**config.mk**
```make
export PLATFORM = sky130hd
export DESIGN_NAME = player_motion_flat
export DESIGN_NICKNAME = d
export VERILOG_FILES = /design/src/rtl/game_pkg.sv /design/src/rtl/player_motion_if.sv /design/src/rtl/axis_integrator.sv /design/src/rtl/player_motion.sv /design/src/flat_wrapper.sv
export SDC_FILE = /design/constraint.sdc
export NUM_CORES = 1
export LEC_CHECK = 0
export ABC_CLOCK_PERIOD_IN_PS = 5000
export CAP_MARGIN = 10
export CORE_ASPECT_RATIO = 1.75
export CORE_MARGIN = 4
export CORE_UTILIZATION = 58
export DETAILED_ROUTE_END_ITERATION = 10
export HOLD_SLACK_MARGIN = 0.12
export PLACE_DENSITY = 0.83
export SKIP_CTS_REPAIR_TIMING = 1
export SLEW_MARGIN = 5
export SYNTH_ARGS = -nofsm -noshare
export SYNTH_HDL_FRONTEND = slang
export SYNTH_HIERARCHICAL = 1
export SYNTH_SLANG_ARGS = --single-unit
export TNS_END_PERCENT = 10
```
**constraint.sdc**
```tcl
create_clock -name clk_25mHz -period 5 [get_ports clk_25mHz]
set_input_delay 1.5 -clock clk_25mHz [delete_from_list [all_inputs] [get_ports clk_25mHz]]
set_output_delay 1.5 -clock clk_25mHz [all_outputs]
set_load 0.005 [all_outputs]
```
**src/rtl/game_pkg.sv**
```systemverilog
// Shared constants, FSM state type and a small arithmetic helper for the
// player_motion physics stage.
package game_pkg;

    localparam int SCREEN_W    = 640;   // visible width in pixels
    localparam int SCREEN_H    = 480;   // visible height in pixels
    localparam int PLAYER_HALF = 25;    // player box half-size in pixels
    localparam int TARGET_HALF = 30;    // target box half-size in pixels
    localparam int FRAC_BITS   = 4;     // fractional bits of velocity/position
    localparam int ACCEL_SHIFT = 4;     // arithmetic shift applied to raw tilt
    localparam int BTN_ACCEL   = 8;     // Q.4 acceleration per held button
    localparam int VMAX        = 128;   // Q.4 velocity magnitude limit

    // One state per pipeline step of the per-frame update.
    typedef enum logic [2:0] {
        IDLE  = 3'd0,
        VEL   = 3'd1,
        FRIC  = 3'd2,
        POS   = 3'd3,
        CLAMP = 3'd4,
        HIT   = 3'd5
    } state_e;

    // Magnitude of an 11-bit signed coordinate difference.
    function automatic logic [10:0] abs11(input logic signed [10:0] d);
        logic [10:0] mag;
        if (d < 11'sd0) begin
            mag = 11'(-d);
        end else begin
            mag = 11'(d);
        end
        return mag;
    endfunction

endpackage

```
**src/rtl/player_motion_if.sv**
```systemverilog
// Signal bundle between the game/input side and the player_motion stage.
// slave  : the physics stage (consumes tilt/buttons/target, produces position).
// master : whoever drives frame timing and inputs and reads the results.
interface player_motion_if;
    logic               frame_tick;   // display screenEnd, high between frames
    logic               accel_valid;  // one-cycle strobe for a new tilt sample
    logic signed [11:0] accel_x_in;   // raw X tilt
    logic signed [11:0] accel_y_in;   // raw Y tilt
    logic               BTNU;
    logic               BTND;
    logic               BTNL;
    logic               BTNR;
    logic [31:0]        target_x;     // target centre X (bits 9:0 used)
    logic [31:0]        target_y;     // target centre Y (bits 8:0 used)
    logic [31:0]        pos_x;        // player centre X, integer pixels
    logic [31:0]        pos_y;        // player centre Y, integer pixels
    logic               update_done;  // pulse when pos_x/pos_y refresh
    logic               hit;          // pulse on a new overlap
    logic [7:0]         score;        // saturating hit count

    modport master (
        output frame_tick, accel_valid, accel_x_in, accel_y_in,
               BTNU, BTND, BTNL, BTNR, target_x, target_y,
        input  pos_x, pos_y, update_done, hit, score
    );

    modport slave (
        input  frame_tick, accel_valid, accel_x_in, accel_y_in,
               BTNU, BTND, BTNL, BTNR, target_x, target_y,
        output pos_x, pos_y, update_done, hit, score
    );
endinterface

```
**src/rtl/axis_integrator.sv**
```systemverilog
// One axis of player physics: velocity update, friction, saturation,
// position integration and screen clamp, stepped by the shared FSM state.
// Ports: clk/rst_n, state (current FSM step), accel (held raw tilt),
// btn_pos/btn_neg (buttons pushing towards +/- axis), pos_px (registered
// integer-pixel position, updated in CLAMP).
module axis_integrator
    import game_pkg::*;
#(
    parameter int LIMIT = SCREEN_W   // screen extent along this axis
) (
    input  logic               clk,
    input  logic               rst_n,
    input  state_e             state,
    input  logic signed [11:0] accel,
    input  logic               btn_pos,
    input  logic               btn_neg,
    output logic [9:0]         pos_px
);
    localparam logic signed [16:0] P_MIN = 17'(PLAYER_HALF << FRAC_BITS);
    localparam logic signed [16:0] P_MAX = 17'((LIMIT - 1 - PLAYER_HALF) << FRAC_BITS);
    localparam logic signed [16:0] P_RST = 17'((LIMIT / 2) << FRAC_BITS);
    localparam logic signed [17:0] V_LIM = 18'(VMAX);

    logic signed [17:0] vel_r;
    logic signed [16:0] pos_r;
    logic signed [16:0] pos_sum_r;     // unclamped p + v, held for CLAMP
    logic [9:0]         pos_px_r;
    logic signed [17:0] accel_ext_s;
    logic signed [17:0] accel_term_s;
    logic signed [17:0] btn_term_s;
    logic signed [17:0] fric_s;
    logic signed [17:0] fric_sat_s;
    logic signed [16:0] clamp_pos_s;
    logic               clamp_stop_s;

    // Tilt and button contributions to the velocity step.
    always_comb begin
        accel_ext_s  = {{6{accel[11]}}, accel};
        accel_term_s = accel_ext_s >>> ACCEL_SHIFT;
        case ({btn_pos, btn_neg})
            2'b10:   btn_term_s = 18'(BTN_ACCEL);
            2'b01:   btn_term_s = -18'(BTN_ACCEL);
            default: btn_term_s = 18'sd0;   // none or both: they cancel
        endcase
    end

    // Friction removes one eighth of the velocity, then the magnitude is limited.
    always_comb begin
        fric_s = vel_r - (vel_r >>> 3);
        if (fric_s > V_LIM) begin
            fric_sat_s = V_LIM;
        end else if (fric_s < -V_LIM) begin
            fric_sat_s = -V_LIM;
        end else begin
            fric_sat_s = fric_s;
        end
    end

    // Screen clamp; a negative sum is simply below the minimum.
    always_comb begin
        clamp_pos_s  = pos_sum_r;
        clamp_stop_s = 1'b0;
        if (pos_sum_r < P_MIN) begin
            clamp_pos_s  = P_MIN;
            clamp_stop_s = 1'b1;
        end else if (pos_sum_r > P_MAX) begin
            clamp_pos_s  = P_MAX;
            clamp_stop_s = 1'b1;
        end else begin
            clamp_pos_s  = pos_sum_r;
            clamp_stop_s = 1'b0;
        end
    end

    // Per-step state updates, one step per FSM state.
    always_ff @(posedge clk or negedge rst_n) begin
        if (!rst_n) begin
            vel_r     <= 18'sd0;
            pos_r     <= P_RST;
            pos_sum_r <= P_RST;
            pos_px_r  <= 10'(LIMIT / 2);
        end else begin
            case (state)
                VEL:   vel_r     <= vel_r + accel_term_s + btn_term_s;
                FRIC:  vel_r     <= fric_sat_s;
                POS:   pos_sum_r <= pos_r + 17'(vel_r);
                CLAMP: begin
                    pos_r    <= clamp_pos_s;
                    pos_px_r <= 10'(clamp_pos_s >>> FRAC_BITS);
                    if (clamp_stop_s) begin
                        vel_r <= 18'sd0;
                    end
                end
                default: ;
            endcase
        end
    end

    assign pos_px = pos_px_r;
endmodule

```
**src/rtl/player_motion.sv**
```systemverilog
// Per-frame player physics: holds the latest tilt sample, detects the
// frame_tick rise, sequences the X/Y integrators, then checks player/target
// overlap and keeps a saturating score.
// Ports: clk_25mHz (pixel clock), reset (async active-low), bus (slave side
// of player_motion_if: tilt, buttons, target in; position, update_done,
// hit, score out).
// Timing: update_done pulses in the HIT cycle, 6 cycles after the tick rise;
// hit/score are evaluated in HIT and appear on the following cycle.
module player_motion
    import game_pkg::*;
(
    input  logic           clk_25mHz,
    input  logic           reset,
    player_motion_if.slave bus
);
    localparam logic [10:0] HIT_DIST = 11'(PLAYER_HALF + TARGET_HALF);

    logic signed [11:0] hold_x_r;
    logic signed [11:0] hold_y_r;
    logic               tick_prev_r;
    logic               rise_r;
    state_e             state_r;
    state_e             state_next_s;
    logic [9:0]         px_s;
    logic [9:0]         py_s;
    logic signed [10:0] dx_s;
    logic signed [10:0] dy_s;
    logic               overlap_s;
    logic               prev_overlap_r;
    logic               hit_r;
    logic               update_done_r;
    logic [7:0]         score_r;
    logic               unused_s;

    // Keep the newest tilt sample; it persists across frames.
    always_ff @(posedge clk_25mHz or negedge reset) begin
        if (!reset) begin
            hold_x_r <= 12'sd0;
            hold_y_r <= 12'sd0;
        end else if (bus.accel_valid) begin
            hold_x_r <= bus.accel_x_in;
            hold_y_r <= bus.accel_y_in;
        end
    end

    // Registered rising-edge detect of frame_tick.
    always_ff @(posedge clk_25mHz or negedge reset) begin
        if (!reset) begin
            tick_prev_r <= 1'b0;
            rise_r      <= 1'b0;
        end else begin
            tick_prev_r <= bus.frame_tick;
            rise_r      <= bus.frame_tick & ~tick_prev_r;
        end
    end

    // FSM state register.
    always_ff @(posedge clk_25mHz or negedge reset) begin
        if (!reset) begin
            state_r <= IDLE;
        end else begin
            state_r <= state_next_s;
        end
    end

    // FSM next state; a tick rise outside IDLE is dropped.
    always_comb begin
        state_next_s = state_r;
        case (state_r)
            IDLE: begin
                if (rise_r) begin
                    state_next_s = VEL;
                end else begin
                    state_next_s = IDLE;
                end
            end
            VEL:     state_next_s = FRIC;
            FRIC:    state_next_s = POS;
            POS:     state_next_s = CLAMP;
            CLAMP:   state_next_s = HIT;
            HIT:     state_next_s = IDLE;
            default: state_next_s = IDLE;
        endcase
    end

    axis_integrator #(.LIMIT(SCREEN_W)) u_x (
        .clk     (clk_25mHz),
        .rst_n   (reset),
        .state   (state_r),
        .accel   (hold_x_r),
        .btn_pos (bus.BTNR),
        .btn_neg (bus.BTNL),
        .pos_px  (px_s)
    );

    axis_integrator #(.LIMIT(SCREEN_H)) u_y (
        .clk     (clk_25mHz),
        .rst_n   (reset),
        .state   (state_r),
        .accel   (hold_y_r),
        .btn_pos (bus.BTND),
        .btn_neg (bus.BTNU),
        .pos_px  (py_s)
    );

    // Box overlap on both axes using the freshly clamped position.
    always_comb begin
        dx_s      = $signed({1'b0, px_s}) - $signed({1'b0, bus.target_x[9:0]});
        dy_s      = $signed({1'b0, py_s}) - $signed({2'b00, bus.target_y[8:0]});
        overlap_s = (abs11(dx_s) < HIT_DIST) && (abs11(dy_s) < HIT_DIST);
    end

    // Hit pulse, overlap history, score and update_done.
    always_ff @(posedge clk_25mHz or negedge reset) begin
        if (!reset) begin
            prev_overlap_r <= 1'b0;
            hit_r          <= 1'b0;
            score_r        <= 8'd0;
            update_done_r  <= 1'b0;
        end else begin
            update_done_r <= (state_r == CLAMP);
            if (state_r == HIT) begin
                hit_r          <= overlap_s & ~prev_overlap_r;
                prev_overlap_r <= overlap_s;
                if (overlap_s && !prev_overlap_r && (score_r != 8'd255)) begin
                    score_r <= score_r + 8'd1;
                end
            end else begin
                hit_r <= 1'b0;
            end
        end
    end

    assign unused_s        = ^{bus.target_x[31:10], bus.target_y[31:9]};
    assign bus.pos_x       = {22'd0, px_s};
    assign bus.pos_y       = {22'd0, py_s};
    assign bus.update_done = update_done_r;
    assign bus.hit         = hit_r;
    assign bus.score       = score_r;
endmodule

```
**src/flat_wrapper.sv**
```systemverilog
// flat-port wrapper written by rule: the top's interface ports become plain ports
module player_motion_flat import game_pkg::*;
  (clk_25mHz, reset, bus_frame_tick, bus_accel_valid, bus_accel_x_in, bus_accel_y_in, bus_BTNU, bus_BTND, bus_BTNL, bus_BTNR, bus_target_x, bus_target_y, bus_pos_x, bus_pos_y, bus_update_done, bus_hit, bus_score);
  player_motion_if bus_i ();
  input  logic clk_25mHz;
  input  logic reset;
  input wire logic [$bits(bus_i.frame_tick)-1:0] bus_frame_tick;
  input wire logic [$bits(bus_i.accel_valid)-1:0] bus_accel_valid;
  input wire logic [$bits(bus_i.accel_x_in)-1:0] bus_accel_x_in;
  input wire logic [$bits(bus_i.accel_y_in)-1:0] bus_accel_y_in;
  input wire logic [$bits(bus_i.BTNU)-1:0] bus_BTNU;
  input wire logic [$bits(bus_i.BTND)-1:0] bus_BTND;
  input wire logic [$bits(bus_i.BTNL)-1:0] bus_BTNL;
  input wire logic [$bits(bus_i.BTNR)-1:0] bus_BTNR;
  input wire logic [$bits(bus_i.target_x)-1:0] bus_target_x;
  input wire logic [$bits(bus_i.target_y)-1:0] bus_target_y;
  output wire logic [$bits(bus_i.pos_x)-1:0] bus_pos_x;
  output wire logic [$bits(bus_i.pos_y)-1:0] bus_pos_y;
  output wire logic [$bits(bus_i.update_done)-1:0] bus_update_done;
  output wire logic [$bits(bus_i.hit)-1:0] bus_hit;
  output wire logic [$bits(bus_i.score)-1:0] bus_score;
  assign bus_i.frame_tick = bus_frame_tick;
  assign bus_i.accel_valid = bus_accel_valid;
  assign bus_i.accel_x_in = bus_accel_x_in;
  assign bus_i.accel_y_in = bus_accel_y_in;
  assign bus_i.BTNU = bus_BTNU;
  assign bus_i.BTND = bus_BTND;
  assign bus_i.BTNL = bus_BTNL;
  assign bus_i.BTNR = bus_BTNR;
  assign bus_i.target_x = bus_target_x;
  assign bus_i.target_y = bus_target_y;
  assign bus_pos_x = bus_i.pos_x;
  assign bus_pos_y = bus_i.pos_y;
  assign bus_update_done = bus_i.update_done;
  assign bus_hit = bus_i.hit;
  assign bus_score = bus_i.score;
  player_motion u_core (.clk_25mHz(clk_25mHz), .reset(reset), .bus(bus_i));
endmodule
```
==> results of run 1 <==
## final cells by class
type,instances,share of cell area
multi-input combinational,1288,0.618
sequential,136,0.223
timing repair buffer,121,0.0710
clock buffer,20,0.0304
tap,304,0.0248
inverter,93,0.0227
clock inverter,12,0.0107
## state kept, by name (all words and copies together) (netlist names)
| register | flops |
|---|---|
| u_core/tick_prev_r | 1 |
| u_core/u_x/pos_r | 17 |
| u_core/bus.update_done | 1 |
| u_core/u_x/pos_sum_r | 17 |
| u_core/u_y/vel_r | 18 |
| u_core/state_r | 3 |
| u_core/hold_x_r | 8 |
| u_core/hold_y_r | 8 |
| u_core/u_x/vel_r | 18 |
| u_core/bus.score | 8 |
| u_core/u_y/pos_r | 17 |
| u_core/u_y/pos_sum_r | 17 |
| u_core/rise_r | 1 |
| u_core/prev_overlap_r | 1 |
| u_core/bus.hit | 1 |
## per-stage QoR
step / cell area (µm²) / setup TNS [ns] / instances / hold WS, ns / setup WS [ns]
after detailed placement: 14700 / -1.13 / 1942 / 0.388 / -0.347
after floorplan: 14000 / 0 / 1625 / 0.378 / 0.318
final: 15300 / 0 / 1974 / 0.425 / 0.265
after global placement: 14700 / -0.497 / 1942 / 0.386 / -0.267
after CTS: 15300 / 0 / 1974 / 0.427 / 0.0665
after global routing: 15300 / 0 / 1974 / 0.448 / 0.0720
## worst max path at each step
stage | slack (ns) | cells past startpoint | start | endpoint
final | 0.26 | 16 | bus_BTNR | u_core/u_x/vel_r[16]
after global routing | 0.07 | 15 | bus_BTND | u_core/u_y/vel_r[17]
after CTS | 0.07 | 16 | bus_BTNR | u_core/u_x/vel_r[16]
after detailed placement | -0.35 | 16 | bus_BTNR | u_core/u_x/vel_r[16]
after global placement | -0.27 | 16 | bus_BTNR | u_core/u_x/vel_r[16]
after floorplan | 0.32 | 13 | bus_BTNR | u_core/u_x/vel_r[16]
## worst max-delay path, delay by kind of cell
kind	cells	cell delay (ns)
fa+ha+maj	3	0.98
buf+inv	4	0.69
compound gates	7	1.61
simple gates	2	0.26
## metal layers
metal  wire length (µm)  vias up  part of all wire  track usage
met5                  0        -                 0            0
met4               2490        0             0.069        0.189
met3               1220      167             0.034       0.0370
met2              19800      380              0.55        0.525
met1              12400     5934              0.35        0.260
li1                   -     5841                 -            -
## placed cells by master, fill, tap and decap left out, types with 23 or more instances in the layout
cell type        instances
a21o_1                  31
nand2_1                117
a21oi_1                 86
inv_1                   93
conb_1                  44
a211oi_1                24
o21ai_0                 89
xor2_1                  47
buf_4                   49
fa_1                    36
nor3_1                  44
dfrtp_1                124
nor2_1                 118
xnor2_1                 55
nand3_1                 48
ha_1                   129
and3_1                  23
clkdlybuf4s50_1         71
==> summary.md, run 1 <==
| Metric | Value |
|---|---|
| Status | complete, no violations |
| Fin. Hold Viols | 0 |
| Hold_sp | u_core/tick_prev_r |
| Avg WL per Cell | 18.2 µm |
| Chip Height | 212 µm |
| R2R depth | 16 |
| Hold Crit Class | reg -> reg |
| Drt initial violations | 794 |
| Core area | 0.0234 mm² |
| Ratio of cells with drive above 1 in the final layout | 0.104 |
| Cell row count | 74 |
| Worst R2R Start | u_core/u_x/vel_r[0] |
| CP Cell Sequence | clkdlybuf4s50_1 -> inv_1 -> ha_2 -> fa_1 -> inv_1 -> ha_1 -> a211oi_1 -> o21a_1 -> o31ai_1 -> buf_4 -> o41ai_2 -> o21ai_1 -> a21oi_1 -> and4b_1 -> nor3_1 -> a41oi_1 |
| CTS Buf Count | 17 |
| Most used cell, CP | inv_1 |
| Nature of the critical path endpoint | register |
| Max cap viols | 0 |
| Cell Area, Synth | 0.0138 mm² |
| Grt ovf | 0 |
| Clock-pin slew of the registers on the worst-case setup and hold paths | 0.07 ns |
| Number of global-route vias before repair | 12,918 |
| CP max stage delay | 0.48 ns |
| Final core area utilization | 0.655 |
| Die extent in x | 125 µm |
| Hold Path Stages | 1 |
| First-pass GRT wire length | 59.1 mm |
| Final period util | 0.947 |
| Sink Count | 136 |
| Fillers | 1,905 |
| Die area | 0.0264 mm² |
| Setup Viol. Count Final | 0 |
| Worst setup path category | in -> reg |
| Clock Skew | 0.0115 ns |
| DRC | 0 |
| Avg Cell Area, Syn | 8.72 µm² |
| CP required | 5.33 ns |
| Flop-to-flop setup slack | 0.64 ns |
| Clk Latency, worst-skew pair | 0.44 ns |
| ANT nets after route | 0 |
| Maximum clock rate | 211 MHz |
| Multi-input logic area | 0.00948 mm² |
| Slowest CP cell | fa_1 |
| First-pass DRT Iterations | 5 |
| Starting Density | 0.589 |
| Final net count | 1,919 |
| CTS HTree Levels | 4 |
| Via count | 12,322 |
| RD Place Congestion | 0.919 |
| CTS root buf | clkbuf_16 |
| IO Pins | 170 |
| Worst Hold End | u_core/rise_r |
| Critical Path Fanout Max | 3 |
| Worst relative slew slack | 0.284 |
| Worst-Margin Slew | 1.07 ns |
| Clock Tree Buf Depth | 2 |
| Critical R2R Capture | u_core/u_x/vel_r[7] |
| Arrival time worst endpoint | 5.06 ns |
| DP HPWL | 28.1 mm |
| Largest net degree at the start of global routing | 101 |
| Yosys Warn Count | 6 |
| GR Util All Layers | 0.271 |
| Port buffer count | 72 |
| Diodes inserted | 0 |
| Post-Route WL | 35.9 mm |
| Fin crit period | 4.74 ns |
| Antenna violations before repair | 0 |
| Via density | 6.24 |
| CTS tree | done |
| FF+latch area | 0.00342 mm² |
| Syn Inst Count | 1,582 |
| Final Slew Violations | 0 |
| Crit start category | primary input |
| Synth-to-Final Area Change | 11.2% |
| RSZ-0062 raised after global routing | false |
Power of run 1 is not shown: default switching activity piles up to over one toggle a cycle in this logic, so the estimate is an artifact.
==> run 2, diff against run 1 <==
- ABC_AREA: default -> 1
- CAP_MARGIN: 10 -> 0
- CORE_UTILIZATION: 58 -> 59
==> run 2 against run 1 <==
Critical path depth is 1 lower; clock skew is 0.0032 ns lower; hold slack worse by 0.030 ns; worst setup slack better by 0.43 ns; via count is 10% higher; global-route usage is 0.060 points higher; synthesized area is 5.8% higher; final cell count is 24% higher; first-iteration DRC count is 35% lower.
==> summary.md, run 2 <==
| Metric | Value |
|---|---|
| Hold Crit Class | reg -> reg |
| IO Pins | 170 |
| DRC | 0 |
| Worst-Margin Slew | 1.04 ns |
| Nature of the critical path endpoint | register |
| Die extent in x | 127 µm |
| RSZ-0062 raised after global routing | false |
| First-pass GRT wire length | 60.9 mm |
| Avg WL per Cell | 15.1 µm |
| Clock-pin slew of the registers on the worst-case setup and hold paths | 0.06 ns |
| Port buffer count | 72 |
| Via density | 5.55 |
| Max cap viols | 0 |
| ANT nets after route | 0 |
| Worst setup path category | in -> reg |
| Most frequent cells in the layout | 532 x nand2_1, 285 x inv_1, 153 x nor2_1, 152 x nand3_1, 130 x ha_1 |
| Post-Route WL | 37.0 mm |
| Clock Tree Buf Depth | 2 |
| Post-Route M1 WL | 12.8 mm |
| Hold WS | 0.396 ns |
| Final period util | 0.861 |
| Status | complete, no violations |
| Met3 routed WL | 1.13 mm |
| Core area | 0.0242 mm² |
| DP HPWL | 29.9 mm |
| Starting Density | 0.603 |
| Final Slew Violations | 0 |
| Final core area utilization | 0.659 |
| Biggest regs | u_core/u_x/vel_r x18, u_core/u_y/vel_r x18 |
| GR Util All Layers | 0.272 |
| Fillers | 2,136 |
| Drt initial violations | 513 |
| CTS root buf | clkbuf_16 |
| Clock Skew | 0.00831 ns |
| Sink Count | 136 |
| Fin. Hold Viols | 0 |
| Yosys Warn Count | 6 |
| Clk Latency, worst-skew pair | 0.45 ns |
| Number of global-route vias before repair | 13,751 |
| Maximum clock rate | 232 MHz |
| First-pass DRT Iterations | 5 |
| Setup Viol. Count Final | 0 |
| Worst relative slew slack | 0.307 |
| Avg Cell Area, Syn | 7.05 µm² |
| Syn Inst Count | 2,071 |
| Synth-to-Final Area Change | 9.40% |
| RD Place Congestion | 0.934 |
| Setup_tns | 0 ns |
| CP required | 5.33 ns |
| Arrival time worst endpoint | 4.64 ns |
| Met2 Routed Length | 20.9 mm |
| Cell row count | 75 |
| Die area | 0.0274 mm² |
| Largest net degree at the start of global routing | 112 |
| Uppermost layer routed | met4 |
| Crit start category | primary input |
| Critical Path Fanout Max | 8 |
| Ratio of cells with drive above 1 in the final layout | 0.113 |
| Via count | 13,600 |
| CTS HTree Levels | 4 |
| Chip Height | 216 µm |
| Grt ovf | 0 |
| Cell Area, Synth | 0.0146 mm² |
| CTS tree | done |
| PnR worst setup slack | 0.695 ns |
| Diodes inserted | 0 |
| Fin crit period | 4.31 ns |
| Final net count | 2,392 |
| CTS Buf Count | 17 |
| Commonest non-fill, non-tap cell in the layout | nand2_1 |
| Placement Setup Slack | 0.247 ns |
| Antenna violations before repair | 0 |
-- run 2: worst max-delay path: stages --
cell	delay (ns)
clkdlybuf4s50_1	0.46
ha_1	0.44
fa_1	0.50
ha_1	0.39
nand2_1	0.09
o21ai_0	0.26
a21oi_1	0.13
o21ai_0	0.32
nand3_1	0.15
nand2_1	0.09
nand2_1	0.05
nand3_1	0.09
nand2_1	0.06
nand2_1	0.06
nand2_1	0.05
-- run 2: final timing paths --
check,slack (ns),cells after the start,to,start
setup / recovery,0.69,15,u_core/u_x/vel_r[16],bus_BTNL
hold / removal,0.40,1,u_core/rise_r,u_core/tick_prev_r
setup reg to reg,1.30,18,u_core/u_x/vel_r[3],u_core/u_x/vel_r[5]
hold reg to reg,0.40,1,u_core/rise_r,u_core/tick_prev_r
max in group asynchronous,2.79,2,u_core/hold_x_r[11],reset
min in group asynchronous,1.19,1,u_core/bus.hit,reset
-- run 2: metal layers --
metal  GRT usage  vias to the layer above
li1            -                     6751
met5           0                        -
met1       0.249                     6339
met2       0.538                      366
met4       0.179                        0
met3      0.0344                      144
-- run 2: area by class of cell --
type | instances | area, µm² | share of cell area
sequential | 136 | 3420 | 0.214
tap | 308 | 385 | 0.0241
clock buffer | 21 | 480 | 0.0301
inverter | 302 | 1130 | 0.0710
multi-input combinational | 1590 | 9570 | 0.600
clock inverter | 10 | 165 | 0.0103
timing repair buffer | 83 | 805 | 0.0504
-- run 2: through the flow --
step,std cells,cell area [µm²]
final,2450,16000
after CTS,2450,16000
after global placement,2419,15300
after floorplan,2114,14800
after global routing,2450,16000
after detailed placement,2419,15300
Power of run 2 is left out for the same reason.
==> run 3, diff against run 2 <==
--- a/config.mk
+++ b/config.mk
@@ -12,3 +12,3 @@
 export CORE_MARGIN = 4
-export CORE_UTILIZATION = 59
+export CORE_UTILIZATION = 58
 export DETAILED_ROUTE_END_ITERATION = 10
@@ -20,3 +20,2 @@
 export SYNTH_HDL_FRONTEND = slang
-export SYNTH_HIERARCHICAL = 1
 export SYNTH_SLANG_ARGS = --single-unit
--- a/constraint.sdc
+++ b/constraint.sdc
@@ -3,2 +3,2 @@
 set_output_delay 1.5 -clock clk_25mHz [all_outputs]
-set_load 0.005 [all_outputs]
+set_load 0.01 [all_outputs]
==> run 3 against run 2 <==
First-iteration DRC count rose by 7.8%; global-route usage fell by 1.3 points; clock skew rose by 0.0012 ns; synthesized area fell by 7.9%; wire length fell by 14%; synthesized cell count fell by 10%; non-clock buffer count fell by 1; final cell count fell by 9.2%; via count fell by 9.3%; clock-buffer cell count fell by 2; core utilization fell by 1.0 points; critical path depth did not move; critical path type unchanged.
==> summary.md, run 3 <==
| Metric | Value |
|---|---|
| Status | complete, no violations |
| Clock-pin slew of the registers on the worst-case setup and hold paths | 0.06 ns |
| Max cap viols | 0 |
| Setup_tns | 0 ns |
| #FFs+latches synth | 136 |
| Crit start category | primary input |
| CP required | 5.32 ns |
| Starting Density | 0.591 |
| Avg WL per Cell | 14.4 µm |
| Most frequent cells in the layout | 417 x nand2_1, 232 x inv_1, 174 x a21oi_1, 150 x nor2_1, 132 x nand3_1 |
| Biggest regs | u_core.u_x.vel_r x18, u_core.u_y.vel_r x18 |
| Cell row count | 73 |
| Core area | 0.0227 mm² |
| Clock Skew | 0.00952 ns |
| Fin crit period | 4.44 ns |
| DRC | 0 |
| Drt initial violations | 553 |
| Antenna violations before repair | 0 |
| CTS tree | done |
| Synth area leader | dfrtp_1 |
| Hold Crit Class | reg -> reg |
| Arrival time worst endpoint | 4.76 ns |
| Die extent in x | 123 µm |
| Most used cell, CP | a21oi_1 |
| CP delay by family, top | compound AO/OA/AOI/OAI gates |
| Final period util | 0.888 |
| Worst relative slew slack | 0.242 |
| Clk Latency, worst-skew pair | 0.44 ns |
| GR Util All Layers | 0.258 |
| First-pass GRT wire length | 54.8 mm |
| Post-synth cell types | 55 |
| Diodes inserted | 0 |
| RSZ-0062 raised after global routing | false |
| RD Place Congestion | 0.947 |
| Syn Inst Count | 1,857 |
| Synth area leaders | dfrtp_1 23%, ha_1 12%, nand2_1 12% |
| Final Slew Violations | 0 |
| Largest net degree at the start of global routing | 71 |
| Worst R2R Start | u_core.u_x.vel_r[5] |
| Critical R2R Capture | u_core.u_x.vel_r[6] |
| CTS HTree Levels | 4 |
| Post-Route WL | 32.0 mm |
| Async S/R FF share, synth | 1.00 |
| Yosys Warn Count | 0 |
| Chip Height | 209 µm |
| IO Pins | 170 |
| Hold_sp | u_core.tick_prev_r |
| Fin. Hold Viols | 0 |
| Commonest non-fill, non-tap cell in the layout | nand2_1 |
| Count leader, synth | nand2_1 |
| Worst setup path category | in -> reg |
| First-pass DRT Iterations | 6 |
| CP max stage delay | 0.48 ns |
| Post-synth top cells | 417 x nand2_1, 232 x inv_1, 174 x a21oi_1, 150 x nor2_1, 132 x nand3_1 |
| Critical Path Fanout Max | 4 |
| Sink Count | 136 |
| Ratio of cells with drive above 1 in the final layout | 0.0644 |
| Worst-Margin Slew | 1.14 ns |
| Critical path buffers and inverters | 3 |
| R2R depth | 17 |
| Flop-to-flop setup slack | 1.48 ns |
| Avg Cell Area, Syn | 7.23 µm² |
| Via count | 12,340 |
| DP HPWL | 25.8 mm |
| ANT nets after route | 0 |
| Top_reg_cell synth | dfrtp_1 |
| CTS Buf Count | 17 |
| Clock Tree Buf Depth | 2 |
| Worst Hold End | u_core.rise_r |
| Setup Viol. Count Final | 0 |
| Synth-to-Final Area Change | 9.85% |
| Slowest CP cell | fa_1 |
| Share of the synthesized area in the top cell type | 0.231 |
| Maximum clock rate | 225 MHz |
| CP Cell Sequence | clkdlybuf4s50_1 -> inv_1 -> ha_1 -> fa_1 -> inv_1 -> ha_1 -> a21oi_1 -> nand2_1 -> a21boi_0 -> o21ai_0 -> a21boi_0 -> o21ai_0 -> xor2_1 -> a21oi_1 -> a21oi_1 |
| Number of global-route vias before repair | 12,596 |
| Via density | 5.55 |
| Grt ovf | 0 |
| CTS root buf | clkbuf_16 |
| Final net count | 2,174 |
| Nature of the critical path endpoint | register |
| Hold Path Stages | 1 |
| Port buffer count | 72 |
| Die area | 0.0258 mm² |
| Number of synthesized flops with an enable pin | 0 |
| Register area share after synthesis | 0.254 |
| Cell Area, Synth | 0.0134 mm² |
[run 3: cell count changes in the layout (fill, tap and decap cells not counted), moves of 13 or more]
cell,delta
a21oi_1,+47
inv_2,-13
nand3_2,-13
nand2_2,-37
o21ai_0,+25
nand3_1,-20
nand2_1,-115
inv_1,-53
nor2_2,-13
[run 3: how the worst max path moves through the flow]
stage	start	to	slack, ns	cells past startpoint
after detailed placement	bus_BTND	u_core.u_y.vel_r[12]	0.16	15
after CTS	bus_BTND	u_core.u_y.vel_r[12]	0.60	15
after floorplan	bus_BTNR	u_core.u_x.vel_r[13]	0.64	14
after global placement	bus_BTND	u_core.u_y.vel_r[12]	0.25	15
final	bus_BTND	u_core.u_y.vel_r[12]	0.56	15
after global routing	bus_BTNR	u_core.u_x.vel_r[12]	0.23	16
[run 3: logic make-up (layout without fill, tap and decap cells)]
logic type / Yosys count / after routing / synth area share
AO/OA/AOI/OAI: 336 / 336 / 0.138
XOR/XNOR: 68 / 68 / 0.0449
adder cells (fa/ha/maj): 166 / 166 / 0.175
buffers and inverters: 322 / 346 / 0.110
flip-flops: 136 / 136 / 0.254
multiplexers: 14 / 14 / 0.0117
other: 1 / 44 / 0.000279
AND/OR/NAND/NOR: 814 / 814 / 0.267
[run 3: cell type report]
type                       count  area (µm²)
tap                          300         375
multi-input combinational   1442        8710
fill                        1913        7990
inverter                     233         875
timing repair buffer          82         810
clock inverter                12         128
sequential                   136        3420
clock buffer                  19         443
[run 3: per-layer routing]
metal	share of wire	vias to the layer above	track usage	routed length, µm
met4	0.043	0	0.134	1380
met5	0	-	0	0
met1	0.38	5760	0.272	12100
met2	0.54	332	0.486	17300
li1	-	6150	-	-
met3	0.038	98	0.0356	1210
[run 3: stage by stage]
| stage | hold WS [ns] | std cells | cell area (µm²) | utilization | setup WS (ns) |
|---|---|---|---|---|---|
| after detailed placement | 0.387 | 2193 | 14200 | 0.624 | 0.159 |
| after CTS | 0.395 | 2224 | 14800 | 0.649 | 0.595 |
| after global routing | 0.411 | 2224 | 14800 | 0.649 | 0.227 |
| after floorplan | 0.376 | 1900 | 13600 | - | 0.639 |
| after global placement | 0.381 | 2193 | 14200 | 0.624 | 0.251 |
| final | 0.401 | 2224 | 14800 | 0.649 | 0.561 |
[run 3: worst reg2reg max path: stages (launching register included)]
cell and delay [ns]:
dfrtp_1 0.53, inv_1 0.08, ha_1 0.34, a21oi_1 0.16
nand2_1 0.13, nand3_1 0.09, nand2_1 0.13, nand2_1 0.11
nand3_1 0.09, and2_1 0.19, nor2_1 0.09, nand4_1 0.12
nor4_1 0.22, nand3_1 0.11, ha_1 0.36, nor2_1 0.38
nand3b_1 0.16, a21oi_1 0.15
Power of run 3 is left out for the same reason.
